### src/rtl/seq_sum_pkg.sv
// rtl/seq_sum_pkg.sv - shared state type and counter sizing for seq_sum
package seq_sum_pkg;

    typedef enum logic {
        ACCUM = 1'b0,
        HOLD  = 1'b1
    } state_t;

    // Beat counter width; COUNT >= 2 so at least one bit is always needed.
    function automatic int cnt_width(input int count);
        return (count <= 2) ? 1 : $clog2(count);
    endfunction

endpackage

### src/rtl/add_carry.sv
// rtl/add_carry.sv - WIDTH-bit unsigned adder with carry out
module add_carry #(
    parameter int WIDTH = 8
) (
    input  logic [WIDTH-1:0] a,
    input  logic [WIDTH-1:0] b,
    output logic [WIDTH-1:0] s,
    output logic             co
);

    assign {co, s} = {1'b0, a} + {1'b0, b};

endmodule

### src/rtl/seq_sum.sv
// rtl/seq_sum.sv - sums COUNT operands per result; SEQ_SUM_SAT_EN selects saturating accumulation
module seq_sum
    import seq_sum_pkg::*;
#(
    parameter int WIDTH = 8,
    parameter int COUNT = 4
) (
    input  logic             clk,
    input  logic             rst,
    input  logic             clear,
    input  logic             in_valid,
    output logic             in_ready,
    input  logic [WIDTH-1:0] in_data,
    output logic             out_valid,
    input  logic             out_ready,
    output logic [WIDTH-1:0] out_sum,
    output logic             out_ovf
);

    localparam int            CW   = cnt_width(COUNT);
    localparam logic [CW-1:0] LAST = CW'(COUNT - 1);

    state_t           state;
    logic [WIDTH-1:0] acc;
    logic [CW-1:0]    cnt;
    logic             ovf;
    logic [WIDTH-1:0] sum;
    logic             carry;
    logic [WIDTH-1:0] acc_next;

    add_carry #(.WIDTH(WIDTH)) u_add (
        .a  (acc),
        .b  (in_data),
        .s  (sum),
        .co (carry)
    );

    always_comb begin
        acc_next = sum;
`ifdef SEQ_SUM_SAT_EN
        // Once any carry has been seen, the result stays pinned at all ones.
        if (ovf || carry) begin
            acc_next = '1;
        end
`endif
    end

    always_ff @(posedge clk) begin
        if (rst) begin
            state <= ACCUM;
            acc   <= '0;
            cnt   <= '0;
            ovf   <= 1'b0;
        end else begin
            case (state)
                ACCUM: begin
                    if (clear) begin
                        acc <= '0;
                        cnt <= '0;
                        ovf <= 1'b0;
                    end else if (in_valid) begin
                        acc <= acc_next;
                        ovf <= ovf | carry;
                        if (cnt == LAST) begin
                            cnt   <= '0;
                            state <= HOLD;
                        end else begin
                            cnt <= cnt + CW'(1);
                        end
                    end
                end
                HOLD: begin
                    // clear is deliberately ignored here so a finished result is never dropped.
                    if (out_ready) begin
                        state <= ACCUM;
                        acc   <= '0;
                        cnt   <= '0;
                        ovf   <= 1'b0;
                    end
                end
                default: state <= ACCUM;
            endcase
        end
    end

    assign in_ready  = (state == ACCUM);
    assign out_valid = (state == HOLD);
    assign out_sum   = acc;
    assign out_ovf   = ovf;

endmodule

### config.mk
export PLATFORM = sky130hd
export DESIGN_NAME = seq_sum
export DESIGN_NICKNAME = d
export VERILOG_FILES = /design/src/rtl/seq_sum_pkg.sv /design/src/rtl/add_carry.sv /design/src/rtl/seq_sum.sv
export SDC_FILE = /design/constraint.sdc
export NUM_CORES = 1
export LEC_CHECK = 0
export CAP_MARGIN = 20
export CORE_MARGIN = 2
export CORE_UTILIZATION = 47
export CTS_BUF_LIST = sky130_fd_sc_hd__clkbuf_4
export DETAILED_ROUTE_END_ITERATION = 7
export PLACE_DENSITY = 0.78
export SYNTH_ARGS = -nofsm -noshare
export SYNTH_HDL_FRONTEND = slang
export SYNTH_SLANG_ARGS = --single-unit
### constraint.sdc
create_clock -name clk -period 2.4 [get_ports clk]
set_input_delay 0.72 -clock clk [delete_from_list [all_inputs] [get_ports clk]]
set_output_delay 0.72 -clock clk [all_outputs]
set_load 0.02 [all_outputs]
==> results.txt, run 1 <==
Entering global routing, the biggest net connects 12 pins. The tools report the startpoint type of the worst setup path as an input port. The area overhead of the layout relative to synthesis is 47.4%.

Start point of the critical path: in_data[2]. For hold timing, the worst endpoint is out_sum[3]. The tools report the HPWL after detailed placement as 1.56 mm.

The worst reg2reg path startpoint is out_sum[1]. The floorplan has 14 rows. The final-stage net count was 148.

The worst endpoint data arrival time came out at 2.46 ns. For this run the aggregate overflow at the end of global routing stands at 0. The final critical path takes up 94.8% of the cycle. Register area share after synthesis: 31.0%. In this run the top signal layer used is met4. The number of distinct library cells after synthesis is 34, and the internal portion of total power is 0.339 mW.

The tools report the amount of wire on met3 after detailed routing as 93 microns. The run finished with clean final reports. The number of H-tree levels is 1. The vertical die dimension was 44.6 microns; the number of maximum-capacitance violations was 0. The peak ir drop on the vdd network was 0.000291 V; the number of nets produced by synthesis was 110. The total area inside the core boundary comes to 1520 sq um.

The mean cell area of the mapped netlist is 8.92 sq um, and the final worst clock skew is 0.00294 ns. Of all nets on the critical path, the largest fanout is 5. The critical path is of the in2reg type. CTS placed an instance of sky130_fd_sc_hd__clkbuf_4 at the clock tree root.

The run gives 3.31 mm as the wire length of the first global-routing pass. The hold violation count in the final report came out at 0. Met1 wire length: 890 microns. Launch point of the worst hold path: out_sum[3]. For the final number of max-transition violations, the log shows 0.

The leakage power summed over all cells came out at 0.489 nW. At the end of routability-driven placement, the weighted congestion stood at 0.815. For the max-slew headroom at the worst pin, the log shows 80.5%. For the register-to-register setup slack, the log shows 0.49 ns. The transition time at the pin with the least slew margin works out to 0.290 ns. The worst setup path is captured at a register. The worst hold margin is 0.494 ns. The share of power burned in the clock network is 28.4%, and the number of storage elements in the synthesis netlist is 12.

The met2 wire length was 1.02 mm; the number of remaining DRC errors was 0. For the sequential fraction of design power, the log shows 43.9%. Counting the fill cells in the layout gives 123.

For this run, asynchronously set or reset flops after synthesis account for 0%. The top cell type by total area after synthesis is sky130_fd_sc_hd__dfxtp_1. Die span in x: 44.6 microns. Buffers inserted to repair hold after CTS numbered 0. Counting along the longest clock path gives a buffer depth of 2.

The die covers 1990 sq um. The via count of the first global-routing pass was 805; the number of vias per cell after detailed routing was 5.99. Counting every instance in the synthesized netlist gives 87. The endpoint identified for the worst register-to-register timing path is out_sum[5]. The layout cell share with drive strength beyond 1 is 16.1%, and the first-pass iteration count of the detailed router is 4. Global routing used 22.8% of the available tracks across all layers.

Setup repair after global routing left no endpoint under its margin. Number of enable flip-flop cells after synthesis: 0. The path category of the worst min-delay check was reg2reg. Among all cell types in the netlist, the one instantiated most often is sky130_fd_sc_hd__dfxtp_1. The clock network latency to the later pin of the worst-skew pair was 0.28 ns. After layout, the minimum clock period comes to 2.28 ns. The number of input and output port buffers inserted came out at 23. Number of ports placed on the die boundary: 24. The maximum frequency from static timing analysis is 439 MHz.

The initial utilization of the core area, before any placement, comes to 50.9%. Ranked by instance count, the synthesized netlist is headed by sky130_fd_sc_hd__dfxtp_1 (12), sky130_fd_sc_hd__ha_1 (9), sky130_fd_sc_hd__a21oi_1 (8), sky130_fd_sc_hd__nor2_1 (7), sky130_fd_sc_hd__o21ai_0 (5). Measured in cells, the most critical reg-to-reg path has a length of 5. At the worst endpoint, the required time is 2.58 ns. The number of CTS-inserted buffers is 3, and the power density relative to cell area is 425 nW/um^2.

The end-of-flow core utilization is 75.0%, and the fraction of synthesized cell area taken by the top area cell type is 31.0%. The combinational share of power came out at 27.8%. The routed layout has 838 vias.

The antenna violation net count after detailed routing came out at 0. The number of antenna diodes in the final layout is 0. The final count of negative-setup-slack endpoints was 0; the total length of routed wires was 2.04 mm.

Post-route total power: 0.486 mW. Ranked by total cell area, the synthesized netlist is headed by sky130_fd_sc_hd__dfxtp_1 (31%), sky130_fd_sc_hd__ha_1 (15%), sky130_fd_sc_hd__a21oi_1 (5.2%). Average detailed-routed wire length per instance: 14.6 microns. The starting DRC count in detailed routing is 17, and the switching part of the total is 30.2%. The primary flip-flop cell chosen by synthesis mapping was sky130_fd_sc_hd__dfxtp_1. The run gives 12 as the clock net sink count. During synthesis, Yosys emitted a total of 0 warnings.

In this run the power spent charging and discharging nets is 0.147 mW. The run gives 0 as the initial antenna violation count. The tools report the setup total negative slack as 0 ns. TritonCTS built the clock tree.

The number of cells on the worst hold path is 1. The synthesized netlist occupies a cell area of 776 sq um. After clock tree synthesis, the clock-pin slew on the worst setup and hold paths is 0.09 ns.
## per-stage QoR
step | area [sq um] | setup WS [ns] | instances
after global routing | 1140 | 0.0636 | 140
after floorplan | 776 | 0.139 | 87
final | 1140 | 0.124 | 140
after global placement | 1110 | -0.295 | 136
after CTS | 1140 | 0.0107 | 140
after detailed placement | 1110 | -0.336 | 136
## area by class of cell
cell class                 instances  area [sq um]  share of cell area (%)
inverter                           3          11.3                   0.985
clock inverter                     1          3.75                   0.328
multi-input combinational         70           524                    45.8
clock buffer                       3          22.5                    1.97
timing repair buffer              35           322                    28.1
tap                               16          20.0                    1.75
sequential                        12           240                    21.0
## cells by family after synthesis
| group | after synthesis | synth area share (%) |
|---|---|---|
| compound gates | 32 | 28.2 |
| xor+xnor | 1 | 1.13 |
| fa+ha+maj | 10 | 17.1 |
| buf+inv | 5 | 2.58 |
| flops | 12 | 31.0 |
| simple gates | 27 | 20.0 |
## worst max-delay path by stage
stage | end | slack (ns) | cells after the start
2_1_floorplan | out_sum[6] | 0.14 | 6
3_3_place_gp | out_sum[6] | -0.29 | 7
3_5_place_dp | out_sum[5] | -0.34 | 6
4_1_cts | out_sum[5] | 0.01 | 7
5_1_grt | out_sum[7] | 0.06 | 6
6_report | out_sum[5] | 0.12 | 5
## routing by layer
layer	global-route usage, %	vias up
li1	-	414
met1	26.8	388
met2	40.6	30
met3	2.45	6
met4	10.9	0
met5	0	-
## cells in the final DEF, fill, tap and decap left out, types with 2 or more instances in the layout
| master | count |
|---|---|
| sky130_fd_sc_hd__clkdlybuf4s50_1 | 21 |
| sky130_fd_sc_hd__dfxtp_1 | 12 |
| sky130_fd_sc_hd__buf_4 | 12 |
| sky130_fd_sc_hd__ha_1 | 8 |
| sky130_fd_sc_hd__a21oi_1 | 7 |
| sky130_fd_sc_hd__nor2_1 | 7 |
| sky130_fd_sc_hd__o21ai_0 | 5 |
| sky130_fd_sc_hd__a22oi_1 | 4 |
| sky130_fd_sc_hd__inv_1 | 3 |
| sky130_fd_sc_hd__nor2b_1 | 3 |
| sky130_fd_sc_hd__a211oi_1 | 3 |
| sky130_fd_sc_hd__nand2_1 | 3 |
| sky130_fd_sc_hd__nand3b_1 | 3 |
| sky130_fd_sc_hd__clkbuf_4 | 3 |
| sky130_fd_sc_hd__or4_1 | 2 |
| sky130_fd_sc_hd__o211ai_1 | 2 |
| sky130_fd_sc_hd__nand3_1 | 2 |
| sky130_fd_sc_hd__a32o_1 | 2 |
## worst max-delay path: stages
cell and delay [ns]:
sky130_fd_sc_hd__clkdlybuf4s50_1 0.42, sky130_fd_sc_hd__ha_1 0.37, sky130_fd_sc_hd__and4_4 0.21, sky130_fd_sc_hd__or4_1 0.46, sky130_fd_sc_hd__a32o_1 0.27
## state kept, by name (all words and copies together), names as in the netlist
name / count
out_ovf: 1
out_sum: 8
cnt: 2
out_valid: 1
## repair_timing
| item | 4_1_cts | 5_1_grt |
|---|---|---|
| endpoints found under the setup margin | 2 | 4 |
| resized for setup | 3 | 2 |
| setup buffers | 0 | 0 |
| pin swaps | 1 | 3 |
| endpoints found under the hold margin | 0 | 0 |
## power by group through the flow
stage	clock network [mW]	registers, mW	logic [mW]
global placement	0	0.217	0.129
CTS	0.138	0.213	0.135
global route	0.145	0.214	0.147
detailed placement	0	0.218	0.133
floorplan	0	0.224	0.0617
finish	0.138	0.213	0.135
Note: power is estimated with default switching activity, not from simulation.
==> run 2, diff against run 1 <==
--- a/config.mk
+++ b/config.mk
@@ -6,7 +6,7 @@
 export NUM_CORES = 1
 export LEC_CHECK = 0
 export CAP_MARGIN = 20
-export CORE_MARGIN = 2
+export CORE_MARGIN = 4
 export CORE_UTILIZATION = 47
 export CTS_BUF_LIST = sky130_fd_sc_hd__clkbuf_4
 export DETAILED_ROUTE_END_ITERATION = 7
==> results.txt, run 2 (synthesized netlist as in run 1, its figures left out) <==
The antenna violation net count after detailed routing came out at 0. Of the cells placed in the final design, the portion with a size suffix greater than 1 is 18.5%. Instance area at placement: 1100 sq um. The critical path starts at in_data[2]. The run gives 0.851 as the global placement routability congestion. The startpoint identified for the worst hold timing path is out_sum[3]. The count of filler cells inserted in the layout is 124. The top cell types in the final layout, fill and taps aside, are sky130_fd_sc_hd__clkdlybuf4s50_1 (21), sky130_fd_sc_hd__dfxtp_1 (12), sky130_fd_sc_hd__buf_4 (12).

The min-delay analysis places its worst path in the category reg2reg. Walking the worst path, the cells encountered are clkdlybuf4s50_1 > ha_1 > and4_4 > or4_1 > a32o_1. The die is 48.6 microns tall.

The first global-routing pass estimated 3.43 mm of wire. After clock tree synthesis, the flow added hold-fix buffers numbering 0. The cell area after layout was 1170 sq um; the flip-flop count of the largest register after layout was 8. The area overhead of the layout relative to synthesis works out to 50.6%. Once routing completed, OpenROAD measured the worst setup slack at 0.121 ns. Shortest period the worst path allows: 2.28 ns.

The routed layout has 816 vias. Transition time at the pin with the least slew margin: 0.568 ns. The via count of the first global-routing pass is 809. Cell count after placement: 135. Based on the critical path, the design can be clocked at up to 439 MHz. The count of buffering cells on the critical path with inverters included is 1. In this run the register-to-register setup slack is 0.49 ns. 0 antenna diodes ended up in the layout.

The commonest non-fill, non-tap cell in the layout is sky130_fd_sc_hd__clkdlybuf4s50_1. The average detailed-routed wire length per instance is 14.0 microns. The die area is 2360 sq um, and the final worst clock skew is 0.00261 ns. The logs give 1.53 mm for the HPWL after detailed placement and 0.490 mW for the post-route total power. Among all stages on the critical path, the largest delay is contributed by sky130_fd_sc_hd__or4_1.

Cell row count: 14. STA classifies the critical path startpoint as an input port. After detailed routing, the total wire length is 1.95 mm. The number of CTS-inserted buffers came out at 3.

Global routing used 17.5% of the available tracks. OpenSTA, run right after detailed placement, puts the worst setup slack at -0.347 ns. The final-stage net count came out at 148. The tools report the kind of end point of the critical path as a register. In this run the deepest clock path goes through 2 buffers. The run gives 24 as the number of ports placed on the die boundary. The die span in x was 48.6 microns. The power density relative to cell area was 419 nW/um^2. The worst-case IR drop observed on VDD is 0.000277 V. For this run, the slowest stage of the critical path takes 0.46 ns. Starting DRC count in detailed routing: 17. The number of H-tree levels is 1, and the number of vias per cell after detailed routing is 5.83.

Setup repair after global routing left no endpoint under its margin. In the routed design, unresolved DRC markers number 0. TritonCTS built the clock tree. Measured against its own limit, the worst slew margin works out to 61.9%. The remaining global-route overflow was 0; the final number of max-transition violations was 0. The run finished with clean final reports. The logs give 240 sq um for the sequential cell area in the final layout and 0 for the initial antenna violation count. The tools report the number of maximum-capacitance violations as 0. The worst hold margin was 0.491 ns; the final count of negative-setup-slack endpoints was 0. The part of the cycle the worst path needs came out at 95.0%. STA puts the critical path data required time at 2.57 ns. The cell at the root of the clock tree was sky130_fd_sc_hd__clkbuf_4.

For this configuration, the core starts out at a cell density of 50.3%. The clock network latency to the later pin of the worst-skew pair is 0.27 ns, and the first-pass iteration count of the detailed router is 4. After the flow finishes, the layout carries non-filler instances totaling 140.

The clock-pin slew on the worst setup and hold paths works out to 0.08 ns. Data on the critical path arrives at its endpoint at 2.45 ns. The tree built by TritonCTS fans out to 12 sinks. The number of input and output port buffers inserted is 23, and the leakage power summed over all cells is 0.501 nW. The critical path is of the in2reg type. The floorplan step defined a core boundary enclosing 1540 sq um. The kind of cell with the highest combined delay along the critical path is simple AND/OR/NAND/NOR gates. The highest fanout seen on the critical path works out to 5. The tools report the area of combinational cells with multiple inputs as 546 sq um.

In this run the critical register-to-register path is launched from out_sum[0]. The hold violation count in the final report was 0. The maximum number of pins on one net before global-route repair came out at 12.
-- run 2: power by group --
part           leakage (nW)  switching, mW  internal (mW)  total, mW
Clock                0.0154         0.0740         0.0602      0.134
Sequential           0.0976        0.00617          0.207      0.213
Combinational         0.388         0.0651         0.0777      0.143
-- run 2: cell type report --
| class | count | share of cell area (%) |
|---|---|---|
| Sequential cell | 12 | 20.6 |
| Tap cell | 16 | 1.71 |
| Multi-Input combinational cell | 70 | 46.7 |
| Inverter | 3 | 0.964 |
| Clock buffer | 3 | 1.93 |
| Timing Repair Buffer | 35 | 27.8 |
| Clock inverter | 1 | 0.321 |
-- run 2: stage by stage --
| step | setup TNS, ns | util [%] |
|---|---|---|
| 3_3_place_gp | -1.12 | 71.3 |
| 5_1_grt | 0 | 75.8 |
| 3_5_place_dp | -1.19 | 71.3 |
| 4_1_cts | 0 | 73.5 |
| 2_1_floorplan | 0 | - |
| 6_report | 0 | 75.8 |
-- run 2: timing repair --
action / 4_1_cts / 5_1_grt
endpoints found under the setup margin: 2 / 3
hold endpoints to repair: 0 / 0
buffers inserted: 0 / 1
pin swaps: 2 / 5
resized for setup: 2 / 7
-- run 2: final timing paths --
path	to	depth (start not counted)
worst max-delay path	out_sum[5]	5
worst min-delay path	out_sum[3]	1
worst max register to register	out_sum[6]	6
worst min register to register	out_sum[3]	1
-- run 2: worst register-to-register path: cells and delay by family (launching register included) --
kind / cells / cell delay, ns
AO/OA/AOI/OAI: 3 / 0.49
adder cells (fa/ha/maj): 2 / 0.61
flip-flops: 1 / 0.33
AND/OR/NAND/NOR: 1 / 0.38
-- run 2: routing by layer --
| metal | wire length [microns] | GRT usage, % | vias to the layer above |
|---|---|---|---|
| li1 | - | - | 418 |
| met1 | 917 | 21.3 | 378 |
| met2 | 928 | 29.8 | 20 |
| met3 | 108 | 4.60 | 0 |
| met4 | 0 | 5.38 | 0 |
| met5 | 0 | 0 | - |
